<file path="src/rtl/uart_tx_fifo.sv">
// uart_tx_fifo
// ------------
// Byte FIFO and launch controller placed directly in front of the UART
// transmitter. Bytes written from the CPU side are buffered in a circular
// buffer and handed to the transmitter one at a time through its
// start/data/bsy handshake. Everything runs in the bitclk domain.
//
// Ports:
//   bitclk    in   bit-rate clock, all state updates on its rising edge
//   reset_n   in   asynchronous active-low reset
//   wr_en     in   write strobe, one byte offered per cycle while high
//   wr_data   in   [7:0] byte to enqueue
//   flush     in   synchronous FIFO clear (pointers and count only)
//   clr_ovf   in   synchronous clear of the sticky overflow flag
//   tx_bsy    in   transmitter busy flag
//   tx_start  out  registered one-cycle launch pulse to the transmitter
//   tx_data   out  [7:0] registered byte presented to the transmitter
//   full      out  count == DEPTH
//   empty     out  count == 0
//   count     out  [DEPTH_LOG2:0] number of stored bytes
//   overflow  out  sticky flag, set when a write to a full FIFO was dropped

module uart_tx_fifo #(
    parameter int DEPTH_LOG2 = 4
) (
    input  logic                  bitclk,
    input  logic                  reset_n,
    input  logic                  wr_en,
    input  logic [7:0]            wr_data,
    input  logic                  flush,
    input  logic                  clr_ovf,
    input  logic                  tx_bsy,
    output logic                  tx_start,
    output logic [7:0]            tx_data,
    output logic                  full,
    output logic                  empty,
    output logic [DEPTH_LOG2:0]   count,
    output logic                  overflow
);

    localparam int DEPTH = 1 << DEPTH_LOG2;
    localparam logic [DEPTH_LOG2:0] DEPTH_CNT = (DEPTH_LOG2 + 1)'(DEPTH);

    typedef enum logic [1:0] {
        IDLE,
        LAUNCH,
        WAIT_ACK,
        WAIT_DONE
    } state_t;

    state_t                 state;
    state_t                 state_next;
    logic [7:0]             mem [DEPTH];
    logic [DEPTH_LOG2-1:0]  wptr;
    logic [DEPTH_LOG2-1:0]  rptr;
    logic                   pop;
    logic                   start_next;
    logic                   wr_accept;
    logic                   wr_drop;

    // Flags come straight from the count register, so they reflect the
    // previous edge and a same-cycle pop can never make room for a write.
    assign full  = (count == DEPTH_CNT);
    assign empty = (count == '0);

    // Flush discards a concurrent write outright; it is neither stored nor
    // counted as an overflow.
    assign wr_accept = wr_en && !full && !flush;
    assign wr_drop   = wr_en &&  full && !flush;

    // Launch controller. A pop is always paired with a fresh tx_start pulse.
    // A flush in the same cycle cancels the pop and holds the current state,
    // so the controller re-evaluates against the emptied FIFO next cycle.
    always_comb begin
        state_next = state;
        pop        = 1'b0;
        start_next = 1'b0;
        case (state)
            IDLE: begin
                if (!empty && !tx_bsy && !flush) begin
                    pop        = 1'b1;
                    start_next = 1'b1;
                    state_next = LAUNCH;
                end
            end
            LAUNCH: begin
                state_next = WAIT_ACK;
            end
            WAIT_ACK: begin
                // No busy seen: the transmitter missed the pulse, so re-issue
                // it with the same tx_data and without touching the FIFO.
                if (tx_bsy) begin
                    state_next = WAIT_DONE;
                end else begin
                    start_next = 1'b1;
                    state_next = LAUNCH;
                end
            end
            WAIT_DONE: begin
                if (!tx_bsy) begin
                    if (empty) begin
                        state_next = IDLE;
                    end else if (!flush) begin
                        pop        = 1'b1;
                        start_next = 1'b1;
                        state_next = LAUNCH;
                    end
                end
            end
            default: begin
                state_next = IDLE;
            end
        endcase
    end

    // Controller registers; tx_data only moves on a pop so it stays stable
    // across retries and for the whole frame.
    always_ff @(posedge bitclk or negedge reset_n) begin
        if (!reset_n) begin
            state    <= IDLE;
            tx_start <= 1'b0;
            tx_data  <= 8'h00;
        end else begin
            state    <= state_next;
            tx_start <= start_next;
            if (pop) begin
                tx_data <= mem[rptr];
            end
        end
    end

    // Pointers, occupancy and the sticky overflow flag.
    always_ff @(posedge bitclk or negedge reset_n) begin
        if (!reset_n) begin
            wptr     <= '0;
            rptr     <= '0;
            count    <= '0;
            overflow <= 1'b0;
        end else begin
            if (flush) begin
                wptr  <= '0;
                rptr  <= '0;
                count <= '0;
            end else begin
                if (wr_accept) begin
                    wptr <= wptr + 1'b1;
                end
                if (pop) begin
                    rptr <= rptr + 1'b1;
                end
                count <= count + (DEPTH_LOG2 + 1)'(wr_accept)
                               - (DEPTH_LOG2 + 1)'(pop);
            end
            // A dropped write in the same cycle as clr_ovf keeps the flag set.
            if (wr_drop) begin
                overflow <= 1'b1;
            end else if (clr_ovf) begin
                overflow <= 1'b0;
            end
        end
    end

    // Storage array; contents are don't-care after reset since the pointers
    // and count define what is valid.
    always_ff @(posedge bitclk) begin
        if (wr_accept) begin
            mem[wptr] <= wr_data;
        end
    end

endmodule

</file>
<file path="config.mk">
export PLATFORM = sky130hd
export DESIGN_NAME = uart_tx_fifo
export DESIGN_NICKNAME = d
export VERILOG_FILES = /design/src/rtl/uart_tx_fifo.sv
export SDC_FILE = /design/constraint.sdc
export NUM_CORES = 1
export LEC_CHECK = 0
export CORE_MARGIN = 2
export CORE_UTILIZATION = 60
export DETAILED_ROUTE_END_ITERATION = 10
export PLACE_DENSITY = 0.8
export SLEW_MARGIN = 20
export SYNTH_ARGS = -nofsm -noshare
export SYNTH_HDL_FRONTEND = slang
export SYNTH_SLANG_ARGS = --single-unit
</file>
<file path="constraint.sdc">
create_clock -name bitclk -period 4.3 [get_ports bitclk]
set_input_delay 0.43 -clock bitclk [delete_from_list [all_inputs] [get_ports bitclk]]
set_output_delay 0.43 -clock bitclk [all_outputs]
set_load 0.005 [all_outputs]
</file>
**Word level (Yosys, flattened, before mapping)**

Memory sizes are Yosys's and may differ from the RTL's. A register that Yosys moved wholly into a read port is not among the register bits.
Cells that the tools add are included.

- Muxes and demuxes: 22
- Equal/unequal tests: 7
- Shifts and indexed selects: 0
- Magnitude comparators: 0
- Reduce and logical (&&, ||, !) cells: 17
- $mul: 0
- Div/mod/pow operators: 0
- Bitwise logic cells: 0
- Add/sub/neg operators: 4

Operator list:

| operator | count |
|---|---|
| two-way mux 4 bit | 4 |
| two-way mux 2 bit | 5 |
| two-way mux 1 bit | 9 |
| adder 4 x 1 -> 4 bit, second input constant | 2 |
| case mux 2 bit (4 select lines) | 1 |
| logical AND 1 bit | 6 |
| nonzero test 2 bit | 3 |
| adder 5 x 1 -> 5 bit | 1 |
| equality test 5 bit, second input constant | 1 |
| zero test 1 bit | 5 |
| zero test 5 bit | 1 |
| two-way mux 5 bit | 1 |
| subtractor 5 x 1 -> 5 bit | 1 |
| equality test 2 bit, second input constant | 2 |
| != test 2 bit, second input constant | 2 |
| != test 3 bit, second input constant | 1 |
| case mux 1 bit (3 select lines) | 1 |
| AND reduction 3 bit | 1 |
| equality test 2 x 1 -> 1 bit, second input constant | 1 |
| zero test 2 bit | 1 |
| case mux 1 bit (2 select lines) | 1 |

- Memories: 1
- Latch bits: 0
- Bits of input ports: 14
- Bits in read-only memories: 0
- Bits in writable memories: 128
- Register bits: 17

Memories:

| name | depth | width | read ports | clocked after Yosys merged registers in | write ports | line | text |
|---|---|---|---|---|---|---|---|
| mem | 16 | 8 | 1 | 1 | 1 | 53 | `logic [7:0] mem [DEPTH];` |

**Longest topological paths before layout**

- Depth after elaboration: 8
- Gate-level depth with buffers: 16
- Gate-level depth less buffers: 14

**Least setup slack after synthesis**

No wires, ideal clock.

- Kind: register to register
- Start point: register count[3]
- End point: register count[4]
- Arrival time: 2.906 ns
- Setup time: 0.131 ns
- Buffers on the path: 3
- Stages on the path, launching flop included: 17
- Required time: 4.169 ns
- Path slack: 1.263 ns
- Path through: dfrtp_1 inv_1 ha_1 or4b_4 buf_6 and3_4 buf_6 buf_6 ha_1 inv_1 ha_1 inv_1 fa_1 nor2b_1 o21bai_1 a21oi_1 nor3b_1

- Word-level cells in the longest chain between the ends: 8

RTL lines:

| what | line | text |
|---|---|---|
| start: declaration | 37 | `output logic [DEPTH_LOG2:0] count,` |
| start signal: assignment | 151 | `count <= count + (DEPTH_LOG2 + 1)'(wr_accept)` |
| zero test 5 bit * | 64 | `assign empty = (count == '0);` |
| zero test 1 bit | 80 | `if (!empty && !tx_bsy && !flush) begin` |
| logical AND 1 bit (2 in a row) | 80 |  |
| two-way mux 1 bit | 80 |  |
| case mux 1 bit (2 select lines) * | 78 | `case (state)` |
| named net pop | 56 | `logic pop;` |
| subtractor 5 x 1 -> 5 bit * | 152 | `- (DEPTH_LOG2 + 1)'(pop);` |
| two-way mux 5 bit * | 140 | `if (flush) begin` |

Mark *: on every way through the listed nets, which the timed path passes. The rest lies on a longest branch.
A chain may end at the register's enable or synchronous reset.

**Final worst setup path**

- Start point: register count[2]
- End point: register count[4]

- Word-level cells in the longest chain between the ends: 8

RTL lines:

| what | line |
|---|---|
| branches (longest 6 deep; another with adder 5 x 1 -> 5 bit) | - |
| subtractor 5 x 1 -> 5 bit * | 152 |
| two-way mux 5 bit * | 140 |

Mark *: on every way between the ends.

==> out/metrics.yaml <==
core_area_mm2: 0.0103
die-area_mm2: 0.0114
synth_adder_area_share_pct: 3.46
status: "finished clean"
synth_top_area_share_pct: 60.5
cap_violations: 0
finClkSkew_ps: 10.2
yosys.area.top_type: "edfxtp_1"
crit_cells: 14
io_buffers: 30
synth_ff_type: "edfxtp_1"
worstPathMaxFanout: 7
cp_top_family: "simple AND/OR/NAND/NOR gates"
synthesis.nets: 384
finalWirelength_um: 12100
synth_top_family_by_area: "multiplexers"
route.detailed.drc: 0
grtUsageTotal_pct: 23.7
numCtsBuffers: 17
max_slew_margin_pct: 32.3
hold_path_class: "input port to asynchronous set/reset pin"
routed_via_density: 6.04
synth_simple_gate_area_share_pct: 5.28
num_rows: 37
vias: 3254
cts_resized: 0
drtIter0Drc: 258
synth_cells: 353
synth-async-reset-ratio_pct: 16.3
ios: 31
dr.pass1.iters: 5
hold_slack_ps: 433
syn2layout_area_growth_pct: 15.3
synth_edf_count: 128
p_seq_share_pct: 45.1
grt_pass1_vias: 3403
yosys-mux-area-fraction_pct: 12.9
finalHoldViolCount: 0
vdd_drop_max_mv: 0.293
htree_num_levels: 4
cp-end-kind: "flip-flop"
grt_max_degree: 36
seq_area_frac_synth_pct: 70.3
switching_share_pct: 26.6
synth.avg_cell_area_um2: 18.0
clk_latency_ps: 530
net-switching-power_uw: 1060
antenna_found_initial: 0
ys_types: 38
cts_buffer_depth: 2
initial_core_util_pct: 61.6
rsz0062_at_grt: "no"
path_buf_inv: 4
worst_pin_slew_ps: 1010
final.min_clock_period_ps: 3130
p_comb_share_pct: 19.6
netlist_top_cells_count: "edfxtp_1, mux4_2, nor2_1, dfrtp_1"
finalSetupViolations: 0
crit_top_cell: "inv_1"
grt_use_met3_pct: 6.02
layout.nets: 421
synth_xor_area_share_pct: 1.10
fin_crit_sh_pct: 72.9
gp_congestion: 0.811
ys_seq_elements: 153
p_clk_share_pct: 35.2
power_density_mw_per_mm2: 545
use_met2_pct: 38.4
cts_tree: "yes"
grt_use_met1_pct: 31.5
p_int_uw: 2930
grt_pass1_wl_um: 19100
antenna_cells: 0
grt-ovfl-total: 0
yosysMostFrequentCell: "edfxtp_1"
crit_arrival_ps: 3560
drive_gt1_share_pct: 21.6
antenna_left: 0
cp-start-kind: "flip-flop"
crit_chain: "inv_1 > ha_1 > nand4bb_1 > nor3b_1 > inv_1 > ha_1 > inv_1 > ha_1 > inv_1 > fa_1 > nor2b_1 > o21bai_1 > nand3_1 > nor3b_1"
cp.required_ps: 4730
die_h_um: 107
dp_hpwl_um: 7600
die_w_um: 107
synth_compound_area_share_pct: 4.15
yosys_warnings: 0
synthTopCellsByArea: "edfxtp_1, mux4_2, dfrtp_1"
max_freq_ghz: 0.319
setup-tns-final_ps: 0
worst_path_max_delay_cell: "nor3b_1"
cts_sinks: 153
cts_root_buffer: "clkbuf_8"
clk_pin_slew_ps: 60
rr_worst_depth: 14
routedWlPerCell_um: 22.5
syn_area_mm2: 0.00636
power.leakage_uw: 0.00249
maxSlewViolCount: 0
slowest_delay_ps: 550
busiest_layer: "met2"
critical_path_class: "flip-flop to flip-flop"
## layout make-up
class,count,area [um2]
Sequential cell,153,4470
Inverter,16,60.1
Timing Repair Buffer,37,350
Tap cell,136,170
Clock buffer,18,428
Clock inverter,14,139
Fill cell,631,2990
Multi-Input combinational cell,165,1710
## through the flow
stage	cell area [um2]	cells	utilization [%]	power (uW)	worst slack, ps
finish	7330	539	71.0	3990	1170
global route	7330	539	71.0	4170	932
CTS	7330	539	71.0	4010	1160
detailed placement	6750	506	65.4	2620	1080
global placement	6760	506	65.5	2580	1190
floorplan	6360	353	-	2330	1260
## per-layer routing
metal	vias to the layer above	wire (um)
li1	1455	-
met1	1688	5120
met2	96	6260
met3	15	537
met4	0	210
met5	-	0
## worst paths after layout
check / from / endpoint / slack (ps)
min in group bitclk: clr_ovf / overflow$_DFFE_PN0P_ / 460
worst max-delay path: count[2]$_DFF_PN0_ / count[4]$_DFF_PN0_ / 1170
worst max register to register: count[2]$_DFF_PN0_ / count[4]$_DFF_PN0_ / 1170
worst min register to register: overflow$_DFFE_PN0P_ / overflow$_DFFE_PN0P_ / 550
worst min-delay path: reset_n / state[1]$_DFFE_PN0P_ / 430
max in group asynchronous: reset_n / rptr[0]$_DFFE_PN0P_ / 3460
## flip-flops by register name (all words and copies together), names as in the netlist
name and count:
count 5, mem 128, overflow 1, rptr 4, state 2, tx_data 8, tx_start 1, wptr 4
## power groups by stage
stage,clock [uW],combinational (uW),sequential (uW)
6_report,1410,784,1800
5_1_grt,1480,871,1820
4_1_cts,1420,792,1800
3_5_place_dp,0,783,1830
3_3_place_gp,0,753,1820
2_1_floorplan,0,530,1800
## timing repair
item	4_1_cts	5_1_grt
buffers inserted	0	0
hold buffers	1	0
endpoints found under the hold margin	25	0
## kinds of logic (layout without fill, tap and decap cells)
group           count (synthesis)  count (layout)
flops                         153             153
mux                            42              42
simple gates                   68              68
buf+inv                        35              85
compound gates                 30              30
xor+xnor                        8               8
fa+ha+maj                      17              17
## placed cells by master, fill, tap and decap left out, drive strengths merged, types with 6 or more instances in the layout
master           n
edfxtp         128
nor2            32
mux4            32
clkdlybuf4s50   29
dfrtp           25
inv             22
clkbuf          18
ha              16
mux2i           10
nand2            8
o22ai            8
a221oi           8
a21oi            7
buf              7
nor3             6
Note: power is estimated with default switching activity, not from simulation.
